`src/rtl/irq_controller.sv`:
```
// Memory-mapped interrupt controller: edge-latched pending bits, per-source mask,
// fixed-priority arbitration (index 0 highest) and a REQ/SERVICE handshake with the CPU.
module irq_controller #(
    parameter int          BITS      = 32,
    parameter int          NUM_SRC   = 4,
    parameter logic [31:0] PEND_BASE = 32'hF0000100,
    parameter logic [31:0] MASK_BASE = 32'hF0000104,
    parameter logic [31:0] ID_BASE   = 32'hF0000108
) (
    input  logic               clk,
    input  logic               reset,
    input  logic               we,
    input  logic               re,
    input  logic [BITS-1:0]    memAddr,
    input  logic [BITS-1:0]    dataBusIn,
    output logic [BITS-1:0]    dataBusOut,
    input  logic [NUM_SRC-1:0] irqSrc,
    input  logic               cpuIntEn,
    input  logic               irqAck,
    input  logic               irqDone,
    output logic               irqReq,
    output logic [3:0]         irqId
);

    typedef enum logic [1:0] {
        IDLE,
        REQ,
        SERVICE
    } state_t;

    state_t             state;
    logic [NUM_SRC-1:0] pending;
    logic [NUM_SRC-1:0] mask;
    logic [NUM_SRC-1:0] srcPrev;

    logic [NUM_SRC-1:0] eligible;
    logic [NUM_SRC-1:0] riseEdge;
    logic [NUM_SRC-1:0] busClr;
    logic [NUM_SRC-1:0] ackClr;
    logic [NUM_SRC-1:0] idOneHot;
    logic [NUM_SRC-1:0] pendingNext;
    logic [3:0]         winnerId;
    logic               curEligible;
    logic               inService;

    assign eligible    = pending & mask;
    assign riseEdge    = irqSrc & ~srcPrev;
    assign busClr      = (we && memAddr == BITS'(PEND_BASE)) ? dataBusIn[NUM_SRC-1:0] : '0;
    assign ackClr      = (state == REQ && irqAck) ? idOneHot : '0;
    assign curEligible = |(eligible & idOneHot);
    assign inService   = (state == SERVICE);

    // A new edge beats a software clear, but the CPU's ack beats a new edge.
    assign pendingNext = ((pending & ~busClr) | riseEdge) & ~ackClr;

    // NOTE: every always_comb output gets a default before the loop/case so no latch is inferred.
    always_comb begin
        idOneHot = '0;
        winnerId = 4'd0;
        for (int i = 0; i < NUM_SRC; i++) begin
            idOneHot[i] = (irqId == 4'(i));
        end
        // Walk from lowest priority upward so the lowest set index wins.
        for (int i = NUM_SRC - 1; i >= 0; i--) begin
            if (eligible[i]) begin
                winnerId = 4'(i);
            end
        end
    end

    always_comb begin
        dataBusOut = '0;
        if (re && !we) begin
            if (memAddr == BITS'(PEND_BASE)) begin
                dataBusOut[NUM_SRC-1:0] = pending;
            end else if (memAddr == BITS'(MASK_BASE)) begin
                dataBusOut[NUM_SRC-1:0] = mask;
            end else if (memAddr == BITS'(ID_BASE)) begin
                dataBusOut[4:0] = {inService, irqId};
            end
        end
    end

    // NOTE: sequential state uses non-blocking assignments so all registers update from pre-edge values.
    always_ff @(posedge clk) begin
        if (reset) begin
            state   <= IDLE;
            pending <= '0;
            mask    <= '0;
            srcPrev <= '0;
            irqReq  <= 1'b0;
            irqId   <= 4'd0;
        end else begin
            srcPrev <= irqSrc;
            pending <= pendingNext;
            if (we && memAddr == BITS'(MASK_BASE)) begin
                mask <= dataBusIn[NUM_SRC-1:0];
            end

            case (state)
                IDLE: begin
                    if (cpuIntEn && |eligible) begin
                        state  <= REQ;
                        irqReq <= 1'b1;
                        irqId  <= winnerId;
                    end
                end
                REQ: begin
                    // irqId stays frozen here; cpuIntEn dropping does not withdraw the request.
                    if (irqAck) begin
                        state  <= SERVICE;
                        irqReq <= 1'b0;
                    end else if (!curEligible) begin
                        state  <= IDLE;
                        irqReq <= 1'b0;
                    end
                end
                SERVICE: begin
                    if (irqDone) begin
                        state <= IDLE;
                    end
                end
                default: begin
                    state  <= IDLE;
                    irqReq <= 1'b0;
                end
            endcase
        end
    end

endmodule

```
`config.mk`:
```
export PLATFORM = sky130hd
export DESIGN_NAME = irq_controller
export DESIGN_NICKNAME = d
export VERILOG_FILES = /design/src/rtl/irq_controller.sv
export SDC_FILE = /design/constraint.sdc
export NUM_CORES = 1
export LEC_CHECK = 0
export CAP_MARGIN = 20
export CORE_UTILIZATION = 33
export CTS_CLUSTER_DIAMETER = 50
export DETAILED_ROUTE_END_ITERATION = 16
export GPL_TIMING_DRIVEN = 0
export PLACE_DENSITY = 0.86
export SYNTH_ARGS = -nofsm -noshare
export SYNTH_HDL_FRONTEND = slang
export SYNTH_SLANG_ARGS = --single-unit
```
`constraint.sdc`:
```
create_clock -name clk -period 5.1 [get_ports clk]
set_input_delay 0.51 -clock clk [delete_from_list [all_inputs] [get_ports clk]]
set_output_delay 0.51 -clock clk [all_outputs]
set_load 0.05 [all_outputs]
```
After elaboration in Yosys (flattened, before gate mapping)
Index checks and enable logic that the tools add are counted.

operators by class
  add/subtract/negate cells = 0
  $mul = 0
  div/mod/pow operators = 0
  $lt $le $gt $ge = 0
  equal/unequal tests = 11
  shift operators = 0
  multiplexer cells = 21
  bitwise logic cells = 10
  reductions and logical operators = 13

operators with widths
  kind                                                             number
  32-bit == test, second input constant                            3
  4-bit 2-to-1 mux                                                 7
  4-bit bitwise AND                                                5
  4-bit NOT                                                        3
  2-bit 2-to-1 mux                                                 5
  5-bit 2-to-1 mux                                                 2
  4-bit by 2-bit == test with 1-bit output, second input constant  2
  4-bit OR reduction                                               2
  2-bit case mux with 3 select lines                               1
  3-bit AND reduction                                              2
  1-bit logical AND                                                5
  1-bit 2-to-1 mux                                                 5
  4-bit by 1-bit == test with 1-bit output, second input constant  1
  4-bit zero test                                                  1
  2-bit != test, second input constant                             2
  4-bit OR                                                         1
  3-bit != test, second input constant                             1
  1-bit case mux with 3 select lines                               1
  2-bit by 1-bit == test with 1-bit output, second input constant  1
  2-bit == test, second input constant                             1
  2-bit zero test                                                  1
  2-bit AND reduction                                              1
  1-bit zero test                                                  1
  1-bit NOT                                                        1

storage, ports and cells
  flip-flop bits (word level) = 19
  latch bits = 0
  RAM bits = 0
  bits in read-only memories = 0
  input bits = 75
  output and inout bits = 37
  word-level logic and storage cells = 61
  memories kept = 0

Depth between registers and ports, before layout
  word-level depth = 7
  mapped depth = 5
  gate-level depth less buffers = 4

Worst setup path after synthesis
OpenSTA, ideal clock, no wires.

  path type = input to output
  start = in memAddr[17]
  end = out dataBusOut[2]
  arrival time = 2.799 ns
  data required time = 4.590 ns
  slack = 1.791 ns
  stages = 4
  path buffers = 0
  path through = nor4b_1 > nand4_1 > or2_0 > nor4_1

between the ends
  word-level cells in the longest chain between the ends = 5
  elaborated cells between the ends (all ways) = 7
  those cells by class = eq/ne: 3; mux: 4

ends and longest elaborated chain
  element               RTL line  source
  from (decl)           14        input logic [BITS-1:0] memAddr,
  32-bit == test        78        end else if (memAddr == BITS'(ID_BASE)) begin
  5-bit 2-to-1 mux      78
  4-bit 2-to-1 mux      76        end else if (memAddr == BITS'(MASK_BASE)) begin
  4-bit 2-to-1 mux (*)  74        if (memAddr == BITS'(PEND_BASE)) begin
  5-bit 2-to-1 mux (*)  73        if (re && !we) begin
  to (decl)             16        output logic [BITS-1:0] dataBusOut,

Mark *: on every way between the ends. The rest lies on a longest branch, timed or not.

Final worst setup path
  start = in memAddr[11]
  end = out dataBusOut[3]

The elaborated chain is that of the path after synthesis.

==> results.tsv <==
metric	value	unit
Flop pwr share	38.6	%
DRT antenna net count	0	
Reg2Reg Launch Point	irqId[0]	
register-to-register setup slack	3.34	ns
vias in the first global route	1149	
detailed placement HPWL	2510	microns
CTS tree	done	
Switching Fraction	32.0	%
Post-CTS Setup Repair Bufs	0	
num rows	21	
Layout area overhead	60.7	%
DR DRC count	0	
Pleak	0.811	nW
Tot GR Track Use	15.2	%
Worst Setup SP	memAddr[11]	
Final Setup Violations	0	
crit-path max cell delay	0.85	ns
WS Path Type	in2out	
Post-synth top cells	buf_4, dfxtp_1, nand2b_1, a21oi_1, mux2i_1	
Final Util	56.9	%
TritonCTS buffer count	3	
multi-input logic area	734	sq um
critical-path cell list	clkdlybuf4s50_1 > nor4b_1 > nand4_1 > or2_0 > nor4_1 > clkdlybuf4s50_1	
Port Buffer Count	53	
RSZ-0062 raised after global routing	false	
cells on worst reg2reg path	4	
Vias	1233	
fin crit period	3.40	ns
CP startpoint kind	primary input	
Post-Syn Area	1220	sq um
First DRT Iteration DRCs	39	
VDD IR max	153	uV
delay-heaviest family, CP	buffers and inverters	
Total Power	362	uW
Int Pwr	246	uW
number of synthesized register bits	17	
Max Freq	294	MHz
GPL Wtd Cong	0.828	
Synth area leader	dfxtp_1	
max-cap viol count	0	
Ant. Diodes	0	
die span in y	62.8	microns
Tightest Pin Transition	0.715	ns
clock sinks	17	
ratio of cells with drive above 1 in the final layout	17.3	%
Net count, final	307	
most numerous cell in the Yosys netlist	buf_4	
CP required	4.59	ns
Die X	62.8	microns
root buffer cell	clkbuf_8	
drt pass-1 iters	4	
met3 wire length	251	microns
WL met1	1210	microns
WL met2	1410	microns
Hold Path Stages	2	
NetSw	116	uW
Hold Crit Class	reg2reg	
per-cell routed wire length	10.5	microns
Starting Density	35.4	%
Async SR Flop Fraction	0	%
register area	340	sq um
DR top layer	met4	
placed cell areas	1910	sq um
Worst Path Max Fanout	5	
post-synth cell types	37	
Slew HR	52.0	%
sequential area share after synthesis	27.9	%
clk buf depth	2	
num ports	112	
Worst Setup End Kind	primary output	
Syn Area/Cell	8.35	sq um
Worst Skew	0.000696	ns
Clock power frac	27.9	%
WP buf/inv	2	
reg-to-reg endpoint	irqReq	
CTS Hold Bufs	0	
total wire length	2910	microns
CTS HTree Levels	1	
Critical Path Most Common Cell	clkdlybuf4s50_1	
clk slew on worst S/H paths	0.07	ns
final hold vios	0	
Worst path depth	6	
Tcrit/Tclk final	66.6	%
PwrDens	185	nW/um^2
first-pass GRT wire length	4830	microns
outcome	completed	
Post-synth top flop	dfxtp_1	
EDFF count, synth	0	
Post-CTS Resized	0	
Yosys top cell area share	27.9	%
Die ar.	3940	sq um
crit path DAT	2.89	ns
pin count of the biggest net entering global routing	11	
vias per cell	4.45	
Clock Latency Late Sink	0.25	ns
ranking of synthesized cells by area	dfxtp_1, buf_4, nand2b_1	
Slew Limit Fails	0	
Ys Warns	0	
grt total ovfl	0	
initial antenna violation count	0	
core area	3440	sq um
Design Area, Final	1960	sq um
final setup TNS	0	ns
Comb pwr share	33.5	%
Gate Count Post-Synth	146	
Max stage delay cell, worst path	clkdlybuf4s50_1	
Fill cells	329	
crit path to	dataBusOut[3]	
flip-flops by register name, summed over array words and instances, names as in the netlist:
name,cells
irqReq,1
mask,4
srcPrev,4
state,2
irqId,2
pending,4
metal layers:
metal / GRT usage (%) / up-vias
li1: - / 633
met1: 16.4 / 531
met2: 27.7 / 64
met3: 4.74 / 5
met4: 4.94 / 0
met5: 0 / -
placed cells by master, fill, tap and decap left out, types with 5 or more instances in the layout:
| cell type | netlist | final |
|---|---|---|
| nor2_1 | 6 | 6 |
| nor2b_1 | 5 | 5 |
| clkdlybuf4s50_1 | 0 | 53 |
| nand2b_1 | 13 | 13 |
| dfxtp_1 | 17 | 17 |
| nand2_1 | 7 | 7 |
| buf_4 | 29 | 29 |
| a21oi_1 | 9 | 9 |
| mux2i_1 | 8 | 8 |
| conb_1 | 1 | 29 |
| nor4_1 | 5 | 5 |
final cells by class:
| class | count | share of cell area [%] |
|---|---|---|
| Clock buffer | 3 | 2.11 |
| Sequential cell | 17 | 17.4 |
| Inverter | 5 | 0.958 |
| Clock inverter | 1 | 0.256 |
| Buffer | 32 | 11.8 |
| Multi-Input combinational cell | 120 | 37.5 |
| Tap cell | 46 | 2.94 |
| Timing Repair Buffer | 53 | 27.1 |
worst min-delay path by stage:
stage	endpoint	start	slack, ns
global route	mask[3]	mask[3]	0.55
CTS	mask[3]	mask[3]	0.52
floorplan	mask[3]	mask[3]	0.47
global placement	mask[3]	mask[3]	0.50
detailed placement	mask[3]	mask[3]	0.51
finish	mask[3]	mask[3]	0.52
worst min-delay path, cell delays in order (launching register included):
cell and delay, ns:
dfxtp_1 0.34, nand2b_1 0.08, mux2i_1 0.06
through the flow:
step	hold slack, ns	worst slack [ns]	cells
after detailed placement	0.506	1.68	273
after floorplan	0.470	1.79	174
after CTS	0.518	1.67	277
final	0.519	1.70	277
after global placement	0.502	1.70	273
after global routing	0.552	1.52	277
cell families after synthesis:
group / after synthesis / synth area share (%)
AO/OA/AOI/OAI: 22 / 12.7
flip-flops: 17 / 27.9
other: 1 / 0.308
multiplexers: 9 / 8.42
buffers and inverters: 37 / 20.4
AND/OR/NAND/NOR: 60 / 30.2
power groups by stage:
stage,sequential (mW),clock (mW),combinational (mW)
floorplan,0.142,0,0.0806
global placement,0.143,0,0.119
detailed placement,0.143,0,0.120
CTS,0.140,0.103,0.120
global route,0.140,0.110,0.128
finish,0.140,0.101,0.121
Note: power is estimated with default switching activity, not from simulation.
